--- config.mk ---
export PLATFORM = sky130hd
export DESIGN_NAME = kbd_event_queue
export DESIGN_NICKNAME = d
export VERILOG_FILES = /design/src/rtl/kbd_pkg.sv /design/src/rtl/kbd_event_queue_ascii_rom.sv /design/src/rtl/kbd_event_queue.sv
export SDC_FILE = /design/constraint.sdc
export NUM_CORES = 1
export LEC_CHECK = 0
export CORE_MARGIN = 8
export CORE_UTILIZATION = 55
export DETAILED_ROUTE_END_ITERATION = 8
export PLACE_DENSITY = 0.76
export SETUP_SLACK_MARGIN = 0.5
export SLEW_MARGIN = 20
export SYNTH_ARGS = -nofsm -noshare
export SYNTH_HDL_FRONTEND = slang
export SYNTH_HIERARCHICAL = 1
export SYNTH_SLANG_ARGS = --single-unit
--- constraint.sdc ---
create_clock -name clk -period 3.7 [get_ports clk]
set_clock_uncertainty 0.05 [all_clocks]
set_input_delay 0.555 -clock clk [delete_from_list [all_inputs] [get_ports clk]]
set_output_delay 0.555 -clock clk [all_outputs]
set_load 0.02 [all_outputs]
--- src/rtl/kbd_pkg.sv ---
// Shared definitions for the keyboard event queue.
//   - Event word bit positions and the packed 24-bit stored event.
//   - PS/2 set-2 scan codes that drive modifier state.
//   - Default FIFO depth.
package kbd_pkg;

   localparam int KBD_EVT_DEPTH = 16;

   // Modifier scan codes
   localparam logic [7:0] SC_LSHIFT = 8'h12;
   localparam logic [7:0] SC_RSHIFT = 8'h59;
   localparam logic [7:0] SC_CTRL   = 8'h14;
   localparam logic [7:0] SC_CAPS   = 8'h58;

   // Event word bit positions
   localparam int EVT_CODE_LSB  = 0;
   localparam int EVT_MAKE_BIT  = 8;
   localparam int EVT_SHIFT_BIT = 9;
   localparam int EVT_CTRL_BIT  = 10;
   localparam int EVT_CAPS_BIT  = 11;
   localparam int EVT_ASCII_LSB = 16;
   localparam int EVT_W         = 24;

   // Stored event; the 32-bit bus view zero-fills bits [31:24].
   typedef struct packed {
      logic [7:0] ascii;   // [23:16]
      logic [3:0] rsvd;    // [15:12]
      logic       caps;    // [11]
      logic       ctrl;    // [10]
      logic       shift;   // [9]
      logic       make;    // [8]
      logic [7:0] code;    // [7:0]
   } kbd_event_t;

   function automatic kbd_event_t pack_event(
      input logic [7:0] code,
      input logic       make,
      input logic       shift,
      input logic       ctrl,
      input logic       caps,
      input logic [7:0] ascii
   );
      logic [EVT_W-1:0] w;
      w = '0;
      w[EVT_CODE_LSB +: 8]  = code;
      w[EVT_MAKE_BIT]       = make;
      w[EVT_SHIFT_BIT]      = shift;
      w[EVT_CTRL_BIT]       = ctrl;
      w[EVT_CAPS_BIT]       = caps;
      w[EVT_ASCII_LSB +: 8] = ascii;
      return kbd_event_t'(w);
   endfunction

endpackage

--- src/rtl/kbd_event_queue_ascii_rom.sv ---
// kbd_ascii_rom: combinational PS/2 set-2 scan code to ASCII translation.
// Ports:
//   code  in  8 : scan code
//   shift in  1 : shift held (selects upper symbol on digits/punctuation)
//   caps  in  1 : caps-lock active (letters only, XORed with shift)
//   ascii out 8 : translated character, 0 when unmapped
module kbd_ascii_rom (
   input  logic [7:0] code,
   input  logic       shift,
   input  logic       caps,
   output logic [7:0] ascii
);

   logic       is_letter;
   logic [7:0] lower;
   logic [7:0] plain;
   logic [7:0] shifted;

   always_comb begin
      // NOTE: every output gets a default first so no path leaves it unassigned (no latch).
      is_letter = 1'b1;
      lower     = 8'h00;
      unique case (code)
         8'h1C: lower = "a";  8'h32: lower = "b";  8'h21: lower = "c";
         8'h23: lower = "d";  8'h24: lower = "e";  8'h2B: lower = "f";
         8'h34: lower = "g";  8'h33: lower = "h";  8'h43: lower = "i";
         8'h3B: lower = "j";  8'h42: lower = "k";  8'h4B: lower = "l";
         8'h3A: lower = "m";  8'h31: lower = "n";  8'h44: lower = "o";
         8'h4D: lower = "p";  8'h15: lower = "q";  8'h2D: lower = "r";
         8'h1B: lower = "s";  8'h2C: lower = "t";  8'h3C: lower = "u";
         8'h2A: lower = "v";  8'h1D: lower = "w";  8'h22: lower = "x";
         8'h35: lower = "y";  8'h1A: lower = "z";
         default: is_letter = 1'b0;
      endcase
   end

   always_comb begin
      plain   = 8'h00;
      shifted = 8'h00;
      unique case (code)
         8'h16: begin plain = "1";  shifted = "!";  end
         8'h1E: begin plain = "2";  shifted = "@";  end
         8'h26: begin plain = "3";  shifted = "#";  end
         8'h25: begin plain = "4";  shifted = "$";  end
         8'h2E: begin plain = "5";  shifted = "%";  end
         8'h36: begin plain = "6";  shifted = "^";  end
         8'h3D: begin plain = "7";  shifted = "&";  end
         8'h3E: begin plain = "8";  shifted = "*";  end
         8'h46: begin plain = "9";  shifted = "(";  end
         8'h45: begin plain = "0";  shifted = ")";  end
         8'h0E: begin plain = 8'h60; shifted = "~";  end
         8'h4E: begin plain = "-";  shifted = "_";  end
         8'h55: begin plain = "=";  shifted = "+";  end
         8'h54: begin plain = "[";  shifted = "{";  end
         8'h5B: begin plain = "]";  shifted = "}";  end
         8'h5D: begin plain = "\\"; shifted = "|";  end
         8'h4C: begin plain = ";";  shifted = ":";  end
         8'h52: begin plain = "'";  shifted = "\""; end
         8'h41: begin plain = ",";  shifted = "<";  end
         8'h49: begin plain = ".";  shifted = ">";  end
         8'h4A: begin plain = "/";  shifted = "?";  end
         8'h29: begin plain = 8'h20; shifted = 8'h20; end  // space
         8'h5A: begin plain = 8'h0D; shifted = 8'h0D; end  // enter
         8'h66: begin plain = 8'h08; shifted = 8'h08; end  // backspace
         default: ;
      endcase
   end

   always_comb begin
      if (is_letter)
         ascii = (shift ^ caps) ? (lower - 8'h20) : lower;
      else
         ascii = shift ? shifted : plain;
   end

endmodule

--- src/rtl/kbd_event_queue.sv ---
// kbd_event_queue: turns level-style key state from the keyboard decoder into
// make/break events, tracks shift/ctrl/caps-lock, attaches ASCII and queues
// the events in a show-ahead FIFO drained by CPU loads.
// Ports:
//   clk       in   1 : system clock
//   rst_n     in   1 : asynchronous active-low reset
//   key_code  in   8 : current scan code
//   key_down  in   1 : high while a key is held
//   rd_en     in   1 : pop strobe
//   clr_ovf   in   1 : clear sticky overflow
//   evt_data  out 32 : head event, 0 when empty
//   evt_valid out  1 : FIFO non-empty
//   count     out  log2(DEPTH)+1 : entries held
//   overflow  out  1 : sticky, an event was dropped
module kbd_event_queue
   import kbd_pkg::*;
#(
   parameter int DEPTH = KBD_EVT_DEPTH
) (
   input  logic                   clk,
   input  logic                   rst_n,
   input  logic [7:0]             key_code,
   input  logic                   key_down,
   input  logic                   rd_en,
   input  logic                   clr_ovf,
   output logic [31:0]            evt_data,
   output logic                   evt_valid,
   output logic [$clog2(DEPTH):0] count,
   output logic                   overflow
);

   localparam int PW = $clog2(DEPTH);
   localparam logic [PW:0] FULL_CNT = (PW+1)'(DEPTH);

   logic          prev_down;
   logic [7:0]    prev_code;
   logic          shift_q, ctrl_q, caps_q;
   logic          shift_nxt, ctrl_nxt, caps_nxt;
   logic          make_evt, break_evt, any_evt;
   logic [7:0]    evt_code;
   logic [7:0]    ascii;
   kbd_event_t    new_evt;
   logic          full, empty, push, pop, drop;
   logic [PW-1:0] wr_ptr, rd_ptr;
   kbd_event_t    mem [DEPTH];

   // A held key whose code changes counts as a new make; a break always
   // reports the code that was held, not whatever key_code shows now.
   assign make_evt  = key_down & (~prev_down | (key_code != prev_code));
   assign break_evt = ~key_down & prev_down;
   assign any_evt   = make_evt | break_evt;
   assign evt_code  = break_evt ? prev_code : key_code;

   // Modifier state after applying this cycle's event; it is what the event
   // word carries and updates even when the event itself is dropped.
   always_comb begin
      shift_nxt = shift_q;
      ctrl_nxt  = ctrl_q;
      caps_nxt  = caps_q;
      if (make_evt) begin
         if (evt_code == SC_LSHIFT || evt_code == SC_RSHIFT) shift_nxt = 1'b1;
         if (evt_code == SC_CTRL)                            ctrl_nxt  = 1'b1;
         if (evt_code == SC_CAPS)                            caps_nxt  = ~caps_q;
      end else if (break_evt) begin
         if (evt_code == SC_LSHIFT || evt_code == SC_RSHIFT) shift_nxt = 1'b0;
         if (evt_code == SC_CTRL)                            ctrl_nxt  = 1'b0;
      end
   end

   kbd_ascii_rom u_ascii_rom (
      .code  (evt_code),
      .shift (shift_nxt),
      .caps  (caps_nxt),
      .ascii (ascii)
   );

   assign new_evt = pack_event(evt_code, make_evt, shift_nxt, ctrl_nxt, caps_nxt, ascii);

   // Occupancy decides full/empty; pointers alone are ambiguous when equal.
   assign full  = (count == FULL_CNT);
   assign empty = (count == '0);
   assign pop   = rd_en & ~empty;
   assign push  = any_evt & (~full | pop);
   assign drop  = any_evt & full & ~pop;

   always_ff @(posedge clk or negedge rst_n) begin
      // NOTE: sequential state uses non-blocking assignments so every register samples pre-edge values.
      if (!rst_n) begin
         prev_down <= 1'b0;
         prev_code <= 8'h00;
         shift_q   <= 1'b0;
         ctrl_q    <= 1'b0;
         caps_q    <= 1'b0;
         wr_ptr    <= '0;
         rd_ptr    <= '0;
         count     <= '0;
         overflow  <= 1'b0;
      end else begin
         prev_down <= key_down;
         prev_code <= key_code;
         shift_q   <= shift_nxt;
         ctrl_q    <= ctrl_nxt;
         caps_q    <= caps_nxt;
         if (push) wr_ptr <= wr_ptr + PW'(1);
         if (pop)  rd_ptr <= rd_ptr + PW'(1);
         unique case ({push, pop})
            2'b10:   count <= count + (PW+1)'(1);
            2'b01:   count <= count - (PW+1)'(1);
            default: ;
         endcase
         // A new drop outranks a clear in the same cycle.
         if (drop)         overflow <= 1'b1;
         else if (clr_ovf) overflow <= 1'b0;
      end
   end

   // NOTE: storage has no reset; the pointers and count alone define which entries are live.
   always_ff @(posedge clk) begin
      if (push) mem[wr_ptr] <= new_evt;
   end

   assign evt_valid = ~empty;
   assign evt_data  = empty ? 32'h0 : {8'h00, mem[rd_ptr]};

endmodule

==> out/results.tsv <==
metric	value	unit
status	completed	
synthTopCellsByArea	edfxtp_1, mux4_2, dfrtp_1	
dp_hpwl	21900	um
grt_pass1_vias	9037	
diodes	0	
ys.flop_type	edfxtp_1	
clk_pin_slew	0.06	ns
slew_headroom	54.3	%
p_leak	6.53	nW
num_rows	60	
htree_levels	2	
synth_cell_types	82	
critPathArrivalTime	2.70	ns
core_area	0.0270	mm2
avgSynthCellArea	18.1	um2
synthArstFlopShare	7.51	%
place_ws	-0.0914	ns
root_buffer	clkbuf_16	
synth_top_area_cell	edfxtp_1	
initial_core_util	56.1	%
endpoint_kind	primary output	
min_period_over_period	89.2	%
fmax	303	MHz
first_pass_iters	5	
netlist_instances	837	
finalSetupViolations	0	
cp.buffers_inverters	4	
post_drt_wl_per_cell	27.8	um
crit_family	multiplexers	
drive_gt1_share	38.8	%
grt_first_pass_wirelength	58000	um
syn_area	0.0151	mm2
ys_ff_latch	346	
gr-total-overflow	0	
wl	38600	um
synth_commonest_cells	edfxtp_1, mux4_2, and2_1	
cts_tree	built	
vias_per_cell	6.38	
layout_min_cycle_time	3.30	ns
grt_usage	23.5	%
synthMostInstantiatedCell	edfxtp_1	
power_density	771	mW/mm2
clock-sinks	346	
dr.first_iter.drc_count	789	
hp-class	input port to register	
worst_slack	0.398	ns
antenna_left	0	
die_w	182	um
fin_setup_tns	0	ns
cts_buffer_depth	3	
whs	0.281	ns
synth_edf_count	320	
critPathKind	register to primary output	
drc_errors	0	
die_area	0.0331	mm2
clkLatencyLatePin	0.51	ns
num-nets-final	1043	
cts_made_buffers	36	
drv_cap	0	
grt_max_degree	36	
startpoint_type	register	
drv_slew	0	
die_h	182	um
place_congestion	0.947	
synth_top_area_share	63.4	%
antenna_found_initial	1	
area_growth	24.0	%
synth_seq_area_share	67.7	%
crit_required	3.09	ns
ir_drop	0.553	mV
io_pins	52	
ys_warn_count	6	
cp_slowest_cell	mux4_2	
rrSetupSlack	0.66	ns
cpPeakStageDelay	0.49	ns
rsz0062_at_grt	yes	
io_buffers	39	
vias	8854	
worstPathCellList	buf_12, buf_12, buf_16, mux4_2, mux4_2, and2_4, buf_6	
report.final.hold_viol_count	0	
crit_fanout	8	
tightest_slew	0.685	ns
-- flip-flops by register name, indices dropped and copies added, names as in the netlist --
signal and cells:
prev_down 1, mem 320, caps_q 1, rd_ptr 4, count 5, ctrl_q 1
shift_q 1, wr_ptr 4, prev_code 8, overflow 1
-- final timing paths --
path,to,depth (start not counted),startpoint
setup / recovery,evt_data[9],7,rd_ptr[0]
setup reg to reg,count[4],10,count[3]
min in group asynchronous,count[2],2,rst_n
max in group asynchronous,prev_code[2],2,rst_n
hold reg to reg,caps_q,1,caps_q
hold / removal,prev_code[6],1,key_code[6]
-- what timing repair did --
item,4_1_cts,5_1_grt
hold buffers,0,0
cloned,6,0
setup endpoints to repair,52,134
gates resized for setup,140,16
pin swaps,1,6
buffers inserted,14,2
-- area by class of cell --
class | instances | area, um2
timing repair buffer | 195 | 2150
inverter | 15 | 56.3
tap | 341 | 427
multi-input combinational | 427 | 4720
sequential | 346 | 10300
clock buffer | 47 | 995
fill | 1729 | 8240
clock inverter | 17 | 159
-- worst reg2reg max path, delay by kind of cell, from the launching register on --
family / cells / cell delay (ns)
adder cells (fa/ha/maj): 1 / 0.37
AO/OA/AOI/OAI: 4 / 0.70
AND/OR/NAND/NOR: 5 / 1.38
flip-flops: 1 / 0.42
-- routing by layer --
metal	vias up	share of wire (%)	wire [um]	global-route usage, %
met2	412	50	19200	39.3
met1	4602	40	15500	31.5
met3	75	6.5	2510	3.09
met5	-	0	0	0
li1	3765	-	-	-
met4	0	3.5	1360	8.23
-- per-stage QoR --
stage / power, mW / instances / utilization, % / cell area [um2]
detailed placement: 10.3 / 1302 / 63.4 / 17100
finish: 14.5 / 1388 / 69.5 / 18800
CTS: 14.5 / 1386 / 69.2 / 18700
floorplan: 8.27 / 848 / - / 15300
global placement: 10.2 / 1302 / 63.4 / 17100
global route: 15.0 / 1388 / 69.5 / 18800
-- power by group --
group	switching, mW	total [mW]	internal [mW]
Combinational	2.64	5.72	3.08
Clock	1.44	3.50	2.05
Sequential	0.281	5.26	4.98
-- cell usage in the layout, fill, tap and decap left out, types with 8 or more instances in the layout --
master / n
clkdlybuf4s50_1: 17
mux2_4: 8
a21oi_1: 16
a31oi_1: 8
nor2_1: 20
dfrtp_1: 21
nand2_1: 23
nor3_1: 11
conb_1: 13
nand2b_1: 8
ha_1: 8
buf_12: 30
nand4_1: 10
and2_1: 20
o21ai_0: 15
buf_16: 9
buf_4: 112
buf_6: 19
mux4_2: 100
and2_4: 16
clkbuf_1: 8
edfxtp_1: 320
nand3_1: 9
clkbuf_16: 38
inv_1: 12
xnor2_1: 19
-- cells by family after synthesis --
kind of cell,synth area share (%)
flip-flops,67.7
AND/OR/NAND/NOR,7.03
multiplexers,15.8
AO/OA/AOI/OAI,4.67
buffers and inverters,2.63
XOR/XNOR,1.27
adder cells (fa/ha/maj),0.793
other,0.0496
Power figures use the tool's default switching activity.
